File: config.mk
export PLATFORM = sky130hd
export DESIGN_NAME = add_sched
export DESIGN_NICKNAME = d
export VERILOG_FILES = /design/src/rtl/add_sched.sv
export SDC_FILE = /design/constraint.sdc
export NUM_CORES = 1
export LEC_CHECK = 0
export ABC_AREA = 1
export CAP_MARGIN = 20
export CORE_UTILIZATION = 35
export CTS_CLUSTER_DIAMETER = 100
export DETAILED_ROUTE_END_ITERATION = 8
export GPL_TIMING_DRIVEN = 0
export PLACE_DENSITY = 0.75
export SLEW_MARGIN = 30
export SYNTH_ARGS = -nofsm -noshare
export SYNTH_HDL_FRONTEND = slang
export SYNTH_SLANG_ARGS = --single-unit
File: constraint.sdc
create_clock -name clk -period 2.4 [get_ports clk]
set_input_delay 0.36 -clock clk [delete_from_list [all_inputs] [get_ports clk]]
set_output_delay 0.36 -clock clk [all_outputs]
set_load 0.01 [all_outputs]
File: src/rtl/add_sched.sv
// add_sched: round-robin scheduler sharing one two-cycle-latency adder among
// N_REQ requesters. Operand a is presented with add_start, b is held one more
// cycle, and each sum returns tagged with the requester ID.
// Optional statistics counters are enabled by defining ADD_SCHED_STATS_EN.
module add_sched #(
  parameter int W     = 10,
  parameter int N_REQ = 4,
  parameter int ID_W  = $clog2(N_REQ)
) (
  input  logic                 clk,
  input  logic                 rst_n,
  input  logic                 enable,
  input  logic [N_REQ-1:0]     req_valid,
  output logic [N_REQ-1:0]     req_ready,
  input  logic [N_REQ*W-1:0]   req_a,
  input  logic [N_REQ*W-1:0]   req_b,
  output logic                 add_start,
  output logic [W-1:0]         add_a,
  output logic [W-1:0]         add_b,
  input  logic [W-1:0]         add_y,
  input  logic                 add_valid,
  output logic                 rsp_valid,
  output logic [ID_W-1:0]      rsp_id,
  output logic [W-1:0]         rsp_y,
  output logic                 err_unexp,
  output logic [15:0]          stat_issue_cnt,
  output logic [15:0]          stat_stall_cnt
);

  localparam int unsigned NR = N_REQ;

  localparam logic [1:0] S_IDLE  = 2'd0;
  localparam logic [1:0] S_ISSUE = 2'd1;
  localparam logic [1:0] S_HOLD  = 2'd2;

  logic [1:0]      state, state_nxt;
  logic [ID_W-1:0] ptr;
  logic [ID_W-1:0] win_id;
  logic            found;
  logic            grant;
  logic [ID_W-1:0] issue_id;
  logic            s1_v, s2_v;
  logic [ID_W-1:0] s1_id, s2_id;

  // Round-robin search for the first valid requester starting at the pointer
  always_comb begin
    int unsigned idx;
    win_id = '0;
    found  = 1'b0;
    idx    = 0;
    for (int unsigned k = 0; k < NR; k++) begin
      idx = (32'(ptr) + k) % NR;
      if (!found && req_valid[idx]) begin
        found  = 1'b1;
        win_id = ID_W'(idx);
      end
    end
  end

  assign grant     = enable && found && (state == S_IDLE || state == S_HOLD);
  assign req_ready = grant ? (N_REQ'(1) << win_id) : '0;
  assign add_start = (state == S_ISSUE);

  // Next-state logic: a grant in IDLE or HOLD always leads to ISSUE
  always_comb begin
    state_nxt = S_IDLE;
    case (state)
      S_IDLE:  state_nxt = grant ? S_ISSUE : S_IDLE;
      S_ISSUE: state_nxt = S_HOLD;
      S_HOLD:  state_nxt = grant ? S_ISSUE : S_IDLE;
      default: state_nxt = S_IDLE;
    endcase
  end

  // FSM, pointer and operand capture; operands stay put until the next grant
  always_ff @(posedge clk or negedge rst_n) begin
    if (!rst_n) begin
      state    <= S_IDLE;
      ptr      <= '0;
      add_a    <= '0;
      add_b    <= '0;
      issue_id <= '0;
    end else begin
      state <= state_nxt;
      if (grant) begin
        add_a    <= req_a[win_id*W +: W];
        add_b    <= req_b[win_id*W +: W];
        issue_id <= win_id;
        ptr      <= (32'(win_id) == NR - 1) ? '0 : win_id + 1'b1;
      end
    end
  end

  // Two-stage tag pipeline aligned with the adder latency, plus response regs
  always_ff @(posedge clk or negedge rst_n) begin
    if (!rst_n) begin
      s1_v      <= 1'b0;
      s1_id     <= '0;
      s2_v      <= 1'b0;
      s2_id     <= '0;
      rsp_valid <= 1'b0;
      rsp_id    <= '0;
      rsp_y     <= '0;
      err_unexp <= 1'b0;
    end else begin
      s1_v      <= (state == S_ISSUE);
      s1_id     <= issue_id;
      s2_v      <= s1_v;
      s2_id     <= s1_id;
      rsp_valid <= add_valid && s2_v;
      if (add_valid && s2_v) begin
        rsp_id <= s2_id;
        rsp_y  <= add_y;
      end
      if (add_valid && !s2_v)
        err_unexp <= 1'b1;
    end
  end

`ifdef ADD_SCHED_STATS_EN
  // Saturating issue and stall counters
  always_ff @(posedge clk or negedge rst_n) begin
    if (!rst_n) begin
      stat_issue_cnt <= '0;
      stat_stall_cnt <= '0;
    end else begin
      if (state == S_ISSUE && stat_issue_cnt != 16'hFFFF)
        stat_issue_cnt <= stat_issue_cnt + 16'd1;
      if ((|req_valid) && !(|req_ready) && stat_stall_cnt != 16'hFFFF)
        stat_stall_cnt <= stat_stall_cnt + 16'd1;
    end
  end
`else
  assign stat_issue_cnt = '0;
  assign stat_stall_cnt = '0;
`endif

endmodule

# After elaboration in Yosys (flattened, before gate mapping)

Index checks and enable logic that the tools add are counted.

Register bits: 46
Input port bits: 98
Output and inout port bits: 71
Logic and storage cells: 62

Add/subtract/negate cells: 4
Multiply operators: 1
Order comparisons: 4
Eq/ne operators: 3
Shift-type cells: 3
Mux-type cells: 20
Reductions and logical operators: 14

Operators by type and width:

| operator                                            | number |
|---|---|
| variable part select 40 x 7 -> 10 bit               | 2 |
| < comparator 2 x 3 -> 1 bit, second input constant  | 4 |
| 2-to-1 mux 2 bit                                    | 5 |
| 2-to-1 mux 1 bit                                    | 9 |
| binary-select mux 1 bit (select 2 bit)              | 4 |
| logical AND 1 bit                                   | 7 |
| multiplier 2 x 3 -> 5 bit, second input constant    | 1 |
| adder 2 x 1 -> 2 bit, second input constant         | 2 |
| adder 2 bit, second input constant                  | 2 |
| equality test 2 bit, second input constant          | 2 |
| zero test 1 bit                                     | 4 |
| 2-to-1 mux 4 bit                                    | 1 |
| case mux 2 bit (2 select lines)                     | 1 |
| left shift 1 x 2 -> 4 bit, first input constant     | 1 |
| equality test 2 x 1 -> 1 bit, second input constant | 1 |
| zero test 2 bit                                     | 1 |
| OR reduction 2 bit                                  | 1 |
| logical OR 1 bit                                    | 1 |

# Longest topological paths before layout

Depth in word-level cells: 16
Mapped depth: 15
Depth with buffers taken out: 13

# Least setup slack after synthesis

Ideal clock, no wire load.

Path kind: reg-to-output
Start: register ptr[0]
End: output port req_ready[3]
Data arrival time: 1.714 ns
Required time: 2.040 ns
Slack: 0.326 ns
Stages on the path, launching flop included: 13
Buffers on the path: 2
Cells stage by stage: dfrtp_1 > buf_6 > inv_4 > nand2_1 > nand3_1 > nand2_1 > nor2_4 > nand3_1 > nand3_2 > buf_2 > ha_1 > inv_1 > nor2_1

Longest elaborated chain between the ends: 15
Elaborated cells on any way between the ends: 29
Classes of those cells: add/sub: 3; shift: 1; mux: 17; reduce/logical: 8

RTL lines:

| what                                                                          | RTL line | RTL |
|---|---|---|
| from (decl)                                                                   | 37       | `logic [ID_W-1:0] ptr;` |
| from (signal assigned)                                                        | 89       | `ptr <= (32'(win_id) == NR - 1) ? '0 : win_id + 1'b1;` |
| parallel branches: the longest is 14 deep, another holds adder 2 x 1 -> 2 bit | --       |  |
| 2-to-1 mux 4 bit (*)                                                          | 61       | `assign req_ready = grant ? (N_REQ'(1) << win_id) : '0;` |
| to (decl)                                                                     | 14       | `output logic [N_REQ-1:0] req_ready,` |

Mark *: on every way between the ends. The select of a mux whose other input is x is not followed.

# Worst setup path in the final report

Start: register ptr[0]
End: output port req_ready[0]

Same word-level chain as after synthesis.

==> impl_metrics.py <==
metrics = {
    "outcome": {
        "status": "finished with violations",
        "violations": "setup timing",
    },
    "placement": {
        "detailedPlacementHpwl_um": 7170,
        "placed_cell_area_mm2": 0.00454,
        "numPortBuffers": 136,
        "gp_congestion": 0.919,
    },
    "synthesis": {
        "synth.area.top_cells": "dfrtp_1 38%, nand2_1 20%, nand3_1 11%",
        "synthesis.yosys.warnings": 0,
        "synth_top_area_share_pct": 38.4,
        "unique_masters_post_synth": 23,
        "synth_largest_area_cell": "dfrtp_1",
        "yosys_register_bits": 45,
        "synth_area_per_cell_um2": 7.27,
        "synth_seq_area_share_pct": 38.4,
        "syn_area_mm2": 0.00293,
        "synth_cells": 403,
    },
    "clock_network": {
        "cts.clk_slew.worst_paths_ns": 0.08,
        "clock-root-buffer": "clkbuf_8",
        "clock_tree.buffer_depth": 2,
        "cts_tree": "done",
        "ctsHtreeMaxLevel": 2,
        "number_of_hold_buffers_added_after_cts": 0,
        "cts_num_sinks": 45,
        "clock_insertion_delay_worst_skew_ns": 0.30,
        "numCtsBuffers": 5,
    },
    "critical_path": {
        "timing.critical_path.cells": "buf_6 -> clkinv_8 -> nand2_4 -> nand2_4 -> nand2_4 -> nand2_4 -> buf_4 -> a31oi_4 -> nand3_4 -> buf_8 -> buf_4 -> nor2_2 -> buf_2",
        "critical_path.max_fanout": 6,
        "r2r_cells": 16,
        "arrival_ns": 2.13,
        "critical_path_buf_inv_count": 6,
        "rr_endpoint": "add_b[4]",
        "reg2reg_launch_point": "ptr[0]",
        "end_kind": "primary output",
        "setup.worst_path.class": "flop to primary output",
        "start_kind": "flop",
        "largest_stage_delay_worst_path_ns": 0.38,
        "worst_path_max_delay_cell": "dfrtp_1",
        "cp-startpoint": "ptr[0]",
        "worst_ep_required_time_ns": 2.04,
        "timing.critical_path.mode_cell": "nand2_4",
        "r2r_setup_slack_ns": 0.18,
        "timing.critical_path.to": "req_ready[0]",
        "critical_path.top_delay_family": "buffers and inverters",
        "worst-path-stages": 13,
    },
    "routing": {
        "drc": 0,
        "total_vias_in_the_final_route": 3405,
        "drt-initial-drc-count": 118,
        "wl_um": 10100,
        "drt_pass1_iterations": 4,
        "drt-vias-per-instance": 4.80,
        "drt.antenna.violating_nets": 0,
        "routedWlPerCell_um": 14.3,
    },
    "sta": {
        "timing_hold_violations_final": 0,
        "slew_headroom_pct": 61.6,
        "final.setup_skew_ns": 0.00969,
        "grt_setup_unrepaired": "yes",
        "final.period_utilization_pct": 104,
        "timing.final.ws_setup_ns": -0.0887,
        "maxSlewViolCount": 0,
        "fin_crit_ns": 2.49,
        "finalSetupViolCount": 4,
        "worst_slew_pin_slew_ns": 0.576,
        "finalSetupTns_ns": -0.204,
        "clock.fmax_mhz": 402,
    },
    "global_route": {
        "grt_usage_pct": 22.2,
        "grt_overflow": 0,
        "grt_max_degree": 46,
        "grt_antenna_before_repair": 0,
        "number_of_global_route_vias_before_repair": 3148,
        "grt_pass1_wl_um": 14800,
    },
    "pwr": {
        "clock_power_share_pct": 7.9,
        "power_switching_w": 0.00352,
        "power.ir.vdd_worst_mv": 0.901,
        "power.sequential.fraction_pct": 17.6,
        "power.share.switching_pct": 47.6,
        "total_leakage_power_nw": 2.49,
        "power.internal_w": 0.00387,
        "power_w": 0.00739,
        "power-per-cell-area_mw_per_mm2": 1460,
        "power.share.combinational_pct": 74.5,
    },
    "layout": {
        "area.growth.synth_to_final_pct": 72.8,
        "fillCellCount": 734,
        "post_route_cells_drive_above_1_share_pct": 22.8,
        "post-route-cell-area_mm2": 0.00506,
        "antennaDiodeCount": 0,
        "design.final.nets": 702,
    },
    "die": {
        "fp.dieW_um": 93.5,
        "boundaryPins": 169,
        "initial_core_util_pct": 35.8,
        "die_h_um": 93.5,
        "die_area_mm2": 0.00874,
        "core_area_mm2": 0.00818,
        "placementRows": 33,
    },
    "job": {
        "max_capacitance_violation_total": 0,
    },
    "hold_path": {
        "hp-class": "primary input to asynchronous set/reset pin",
    },
}
Yosys cell counts, drive strengths merged:
library cell,count
nand2,156
nand3,71
buf,57
dfrtp,45
nand4,40
inv,16
nor2,8
o21ai,3
clkbuf,2
a31oi,1
conb,1
ha,1
nor3,1
o21bai,1
kinds of logic after synthesis:
| group | Yosys count | synth area share (%) |
|---|---|---|
| AND/OR/NAND/NOR | 276 | 44.1 |
| buffers and inverters | 75 | 15.9 |
| flip-flops | 45 | 38.4 |
| AO/OA/AOI/OAI | 5 | 0.983 |
| adder cells (fa/ha/maj) | 1 | 0.427 |
| other | 1 | 0.128 |
worst reg2reg max path, cell delays in order, from the launching register on:
cell      delay, ns
dfrtp_1        0.38
buf_6          0.18
clkinv_8       0.09
nand2_4        0.08
nand2_4        0.07
nand2_4        0.08
nand2_4        0.06
buf_4          0.14
a31oi_4        0.14
nand3_4        0.11
buf_12         0.15
inv_8          0.05
buf_4          0.11
buf_2          0.23
nand3_1        0.10
nand3_1        0.10
nand2_1        0.06
worst min-delay path by stage:
stage | endpoint | slack, ns | depth (start not counted)
6_report | rsp_y[2] | 0.05 | 1
5_1_grt | rsp_y[2] | 0.09 | 1
4_1_cts | rsp_y[2] | 0.07 | 1
3_5_place_dp | s2_id[1] | 0.34 | 0
3_3_place_gp | s2_id[1] | 0.33 | 0
2_1_floorplan | add_a[0] | 0.06 | 0
through the flow:
| step | cells | setup WS (ns) | util, % | hold WS [ns] |
|---|---|---|---|---|
| after floorplan | 434 | 0.326 | - | 0.0644 |
| after global placement | 675 | -0.584 | 55.5 | 0.335 |
| after detailed placement | 675 | -0.618 | 55.5 | 0.336 |
| after CTS | 693 | -0.0726 | 58.6 | 0.0664 |
| after global routing | 709 | -0.150 | 61.9 | 0.0874 |
| final | 709 | -0.0887 | 61.9 | 0.0517 |
timing repair:
action	CTS	global route
endpoints found under the setup margin	4	4
setup buffers	12	14
cloned	0	2
resized for setup	37	40
pin swaps	8	11
sequential cells by signal, indices dropped and copies added, names as in the netlist:
| register | flops |
|---|---|
| state | 1 |
| rsp_valid | 1 |
| s2_v | 1 |
| issue_id | 2 |
| rsp_y | 10 |
| s2_id | 2 |
| s1_id | 2 |
| s1_v | 1 |
| rsp_id | 2 |
| add_b | 10 |
| ptr | 2 |
| err_unexp | 1 |
| add_a | 10 |
power by group through the flow:
stage | logic (W) | clock network [W] | registers [W]
final | 0.00551 | 0.000582 | 0.00130
after global routing | 0.00598 | 0.000627 | 0.00134
after CTS | 0.00475 | 0.000592 | 0.00130
after detailed placement | 0.00445 | 0 | 0.00130
after global placement | 0.00435 | 0 | 0.00130
after floorplan | 0.00277 | 0 | 0.00141
layout make-up:
cell class | count | area [um2] | share of cell area, %
Timing Repair Buffer | 163 | 1560 | 30.9
Multi-Input combinational cell | 314 | 1630 | 32.3
Clock buffer | 6 | 72.6 | 1.43
Timing Repair inverter | 1 | 8.76 | 0.173
Tap cell | 105 | 131 | 2.60
Sequential cell | 45 | 1130 | 22.3
Inverter | 16 | 82.6 | 1.63
Buffer | 57 | 404 | 7.99
Clock inverter | 2 | 38.8 | 0.766
layout by cell type (no fill, tap or decap), types with 5 or more instances in the layout:
cell,count
conb_1,32
clkdlybuf4s50_1,131
nand3_1,61
nand3_4,7
buf_4,57
clkbuf_8,5
nand4_1,40
nand2_4,9
dfrtp_1,44
inv_1,9
buf_6,7
nand2_2,9
buf_2,21
nand2_1,138
per-layer routing:
metal  GRT usage, %  part of all wire, %  vias up
met5              0                    0        -
met4           9.23                  2.6        0
met3           4.72                  8.7       23
met2           38.1                   48      177
met1           26.8                   41     1530
li1               -                    -     1675
Note: power is estimated with default switching activity, not from simulation.
